<file path="src/rtl/cb_alloc_dispatch.sv">
// Allocates completion-buffer entries for decoded instructions and queues the tagged ops for issue.
// Allocation is same-cycle, issue follows one cycle later, and a flush or reset discards everything in flight.
module cb_alloc_dispatch #(
  parameter int NUM_ENTRY = 16,
  parameter int QDEPTH    = 4,
  localparam int IW       = $clog2(NUM_ENTRY)
) (
  input  logic          CLK,
  input  logic          RST,
  input  logic          in_valid,
  input  logic [6:0]    in_opcode,
  input  logic          in_rv32v,
  input  logic          in_wb_scalar,
  output logic          in_ready,
  input  logic          cb_full,
  input  logic [IW-1:0] cb_cur_tail,
  input  logic          cb_flush,
  input  logic          cb_commit,
  output logic          alloc_ena,
  output logic [6:0]    alloc_opcode,
  output logic          alloc_rv32v,
  output logic          alloc_wb_scalar,
  output logic          iss_valid,
  output logic [IW-1:0] iss_index,
  output logic [6:0]    iss_opcode,
  output logic          iss_rv32v,
  input  logic          iss_ready,
  output logic [IW:0]   inflight
);

  localparam int AW = $clog2(QDEPTH);
  localparam int PW = AW + 1;
  localparam logic [IW:0] INF_MAX = (IW+1)'(NUM_ENTRY);

  typedef enum logic {S_RUN, S_FLUSH} state_t;

  typedef struct packed {
    logic [IW-1:0] idx;
    logic [6:0]    op;
    logic          rv;
  } ent_t;

  state_t        state_q;
  logic [PW-1:0] wr_ptr_q, wr_ptr_d;
  logic [PW-1:0] rd_ptr_q, rd_ptr_d;
  logic [IW:0]   inflight_q, inflight_d;
  ent_t          mem_q [QDEPTH];
  ent_t          head;

  logic run, q_empty, q_full, pop;

  assign run     = (state_q == S_RUN);
  assign q_empty = (wr_ptr_q == rd_ptr_q);
  assign q_full  = (wr_ptr_q[AW-1:0] == rd_ptr_q[AW-1:0]) &&
                   (wr_ptr_q[PW-1] != rd_ptr_q[PW-1]);

  // No full-queue bypass: a pop in the same cycle does not open in_ready.
  assign in_ready  = ~RST & run & ~cb_flush & ~cb_full & ~q_full & (inflight_q < INF_MAX);
  assign alloc_ena = in_valid & in_ready & (in_opcode != 7'h00);

  assign alloc_opcode    = in_opcode;
  assign alloc_rv32v     = in_rv32v;
  assign alloc_wb_scalar = in_wb_scalar;

  // Gating on cb_flush keeps a pre-flush entry from escaping in the flush cycle itself.
  assign iss_valid = ~RST & run & ~cb_flush & ~q_empty;
  assign pop       = iss_valid & iss_ready;

  assign head       = mem_q[rd_ptr_q[AW-1:0]];
  assign iss_index  = head.idx;
  assign iss_opcode = head.op;
  assign iss_rv32v  = head.rv;
  assign inflight   = inflight_q;

  always_comb begin
    wr_ptr_d   = wr_ptr_q + PW'(alloc_ena);
    rd_ptr_d   = rd_ptr_q + PW'(pop);
    inflight_d = inflight_q;
    if (alloc_ena && !cb_commit)
      inflight_d = inflight_q + 1'b1;
    else if (!alloc_ena && cb_commit && inflight_q != '0)
      inflight_d = inflight_q - 1'b1;
  end

  always_ff @(posedge CLK) begin
    if (RST) begin
      state_q    <= S_RUN;
      wr_ptr_q   <= '0;
      rd_ptr_q   <= '0;
      inflight_q <= '0;
    end else if (cb_flush) begin
      state_q    <= S_FLUSH;
      wr_ptr_q   <= '0;
      rd_ptr_q   <= '0;
      inflight_q <= '0;
    end else begin
      state_q    <= S_RUN;
      wr_ptr_q   <= wr_ptr_d;
      rd_ptr_q   <= rd_ptr_d;
      inflight_q <= inflight_d;
    end
  end

  always_ff @(posedge CLK) begin
    if (alloc_ena)
      mem_q[wr_ptr_q[AW-1:0]] <= '{idx: cb_cur_tail, op: in_opcode, rv: in_rv32v};
  end

endmodule

</file>
<file path="config.mk">
export PLATFORM = sky130hd
export DESIGN_NAME = cb_alloc_dispatch
export DESIGN_NICKNAME = d
export VERILOG_FILES = /design/src/rtl/cb_alloc_dispatch.sv
export SDC_FILE = /design/constraint.sdc
export NUM_CORES = 1
export LEC_CHECK = 0
export CORE_MARGIN = 2
export CORE_UTILIZATION = 30
export DETAILED_ROUTE_END_ITERATION = 10
export PLACE_DENSITY = 0.57
export SETUP_SLACK_MARGIN = 0.05
export SLEW_MARGIN = 20
export SYNTH_ARGS = -nofsm -noshare
export SYNTH_HDL_FRONTEND = slang
export SYNTH_SLANG_ARGS = --single-unit
</file>
<file path="constraint.sdc">
create_clock -name CLK -period 3.1 [get_ports CLK]
set_input_delay 0.31 -clock CLK [delete_from_list [all_inputs] [get_ports CLK]]
set_output_delay 0.31 -clock CLK [all_outputs]
set_load 0.01 [all_outputs]
</file>
==> metrics <==
final setup fails 0; Synthesized Nets 187; status completed; Clock Skews 5.867 ps; depth of the worst hold-timing path 2; Peak supply drop 260.2 uV; relative slew slack 70.34%; largest net degree at the start of global routing 14; fin nets 248; CP max FO 7; area of the mapped netlist 2610 um^2; CP startpoint kind input pin; IO Port Bufs 46; CTS clk-pin slew, worst paths 70 ps; Cell Chain, Critical Path clkdlybuf4s50_1, or4_4, o41ai_4, buf_4, nor2_2, clkdlybuf4s50_1; GPL Wtd Cong 0.7506; CP dominant cell by count clkdlybuf4s50_1; CP Class in -> out; ratio of cells with drive above 1 in the final layout 22.32%; ANT nets after route 0; fmax 363.6 MHz; slowest CP cell or4_4; Vias 1551; combinational share of power 7.3%; post-synthesis average cell area 16.42 um^2; drt first pass iters 4; DRT Wirelength 5.223 mm; Reg2Reg Launch Point wr_ptr_q[1]; post-synth cell types 38; vias in the first global route 1682; Net Switching 0.0003589 W; GRT Util Overall 11.88%; number of max-cap violations 0; clk_lat worst skew 330 ps; R2R depth 8; routed len/inst 15.73 um; number of hold buffers added after CTS 0; CORE AREA 8593 um^2; Yosys warnings 0; Sw Share 20.54%; Seq pwr share 50.3%; Max stage delay on crit path 590 ps; WP data arrival 2440 ps; fin crit period 2750 ps; DIE AREA 9462 um^2; reg-to-reg endpoint inflight[2]; area grow syn2layout 32.31%; CTS tree built; fin crit share 88.72%; first-pass GRT wire length 8.480 mm; Top FF cell, synth edfxtp_1; min-delay src rd_ptr_q[2]; hold endpoint rd_ptr_q[2]; Post-CTS Setup Bufs 0; Post-DP HPWL 3.567 mm; Leak 1.210 nW; clock root cell clkbuf_8; RSZ-0062 raised after global routing no; Die H 97.28 um; Worst Tran Pin Value 443.3 ps; CTS resizes 0; Seq/Total Area, Yosys 64.43%; Final Hold Fails 0; Max clock buf depth 2; Slew Viols, Final 0; DRC viols 0; CTS sink cnt 60; setup TNS 0 ps; Ports 49; 1st-iter DRT viols 81; row cnt 34; pwr/cell area 506.0 nW/um^2; Power, Total 0.001747 W; CTS buffer count 9; final hold slack 542.5 ps; CP required 2790 ps; number of antenna violations at the first check in global routing 0; Critical Path End Type output port; total gr overflow 0; Worst Hold Class reg -> reg; FFs w/ async S/R, synth 0%; #FFs+latches synth 60; EDFF count, synth 48; H-tree levels 3; die span in x 97.28 um; Clk network pwr share 42.4%; Vias per Instance 4.672; R2R Setup Slk 510 ps; Initial Utilization 30.37%; antenna cells 0; Pint 0.001388 W; Post-Synthesis Cells 159
## worst max path at each step
| stage | startpoint | end | slack, ps | depth (start not counted) |
|---|---|---|---|---|
| final | in_opcode[5] | alloc_ena | 350 | 6 |
| after global placement | in_opcode[5] | inflight[2] | 150 | 9 |
| after detailed placement | in_opcode[5] | inflight[2] | 50 | 9 |
| after CTS | wr_ptr_q[1] | alloc_ena | 210 | 5 |
| after floorplan | rd_ptr_q[0] | mem_q[0][0] | 550 | 3 |
| after global routing | wr_ptr_q[1] | alloc_ena | 230 | 5 |
## synth_stat cells (2+ instances only)
master    count  area [um^2]
mux4_2       12        270.3
inv_1         4        15.01
xor2_1        3        26.28
nor2_1       10        37.54
a21oi_1       6        30.03
dfxtp_1      12        240.2
buf_4         9        67.56
nand2_1       2        7.510
and3_1        2        12.51
nor3_1        3        15.01
and2_1        5        31.28
mux2i_1       4        40.04
o21ai_0       4        20.02
a21boi_0      2        15.01
ha_1          7        87.58
nand3_1       2        10.01
nor4_1        2        12.51
edfxtp_1     48         1441
xnor2_1       3        26.28
## worst max-delay path: cells and delay by family
kind                   cells  cell delay [ps]
buffers and inverters      3             1190
and+or+nand+nor            2              670
AOI/OAI and AO/OA          1              250
## cells by family (layout without fill, tap and decap cells)
group                      count (synthesis)  in the layout  synth area share (%)
muxes                                     16             16                 11.89
buffers and inverters                     16             81                 3.882
AOI/OAI and AO/OA                         18             18                 6.136
xor gates and xnor gates                   6              6                 2.014
adders and majority gates                  8              8                 4.123
and+or+nand+nor                           35             35                 7.527
DFF                                       60             60                 64.43
## layout by cell type (no fill, tap or decap), drive strengths merged, types with 2 or more instances in the layout
cell type      synthesis  routed
or4                    2       2
nor2                  10      10
nand3                  2       2
dfxtp                 12      12
xor2                   3       3
a21boi                 2       2
nor3                   3       3
o21ai                  4       4
bufinv                 0       2
inv                    4       4
and2                   5       5
ha                     7       7
nor4                   2       2
and3                   2       2
clkinv                 0       2
mux2i                  4       4
clkbuf                 1      10
clkdlybuf4s50          1      46
xnor2                  3       3
buf                   10      16
nand2                  2       2
mux4                  12      12
o311ai                 2       2
edfxtp                48      48
a21oi                  6       6
## area by class of cell
cell class / count / area [um^2]
fillers: 816 / 5140
clock inverters: 5 / 77.57
multi-input cells: 83 / 835.8
clock buffers: 10 / 127.6
repair buffers: 62 / 580.6
inverters: 4 / 15.01
flip-flops and latches: 60 / 1682
well taps: 108 / 135.1
## state kept, by name, indices dropped and copies added (netlist names)
name and count:
mem_q 48, wr_ptr_q 3, rd_ptr_q 3, inflight 5, state_q 1
## layer usage
layer / vias to the layer above / part of all wire (%) / global-route usage (%)
met5: - / 0 / 0
met4: 0 / 1.2 / 4.487
met1: 760 / 46 / 14.91
li1: 736 / - / -
met3: 6 / 6.2 / 5.180
met2: 49 / 47 / 18.27
## power groups by stage
| stage | registers (W) | clock network, W | logic [W] |
|---|---|---|---|
| floorplan | 0.000897 | 0 | 0.0000574 |
| global placement | 0.000897 | 0 | 0.000126 |
| detailed placement | 0.000897 | 0 | 0.000127 |
| CTS | 0.000880 | 0.000766 | 0.000128 |
| global route | 0.000880 | 0.000800 | 0.000138 |
| finish | 0.000880 | 0.000741 | 0.000127 |
## per-stage QoR
stage               cell area, um^2  worst slack, ps  utilization (%)  std cells
global placement               3246            149.7            37.77        317
global route                   3453            230.6            40.19        332
detailed placement             3246            54.23            37.77        317
floorplan                      2610            545.2                -        159
CTS                            3451            206.7            40.16        332
finish                         3453            349.7            40.19        332
Power figures use the tool's default switching activity.
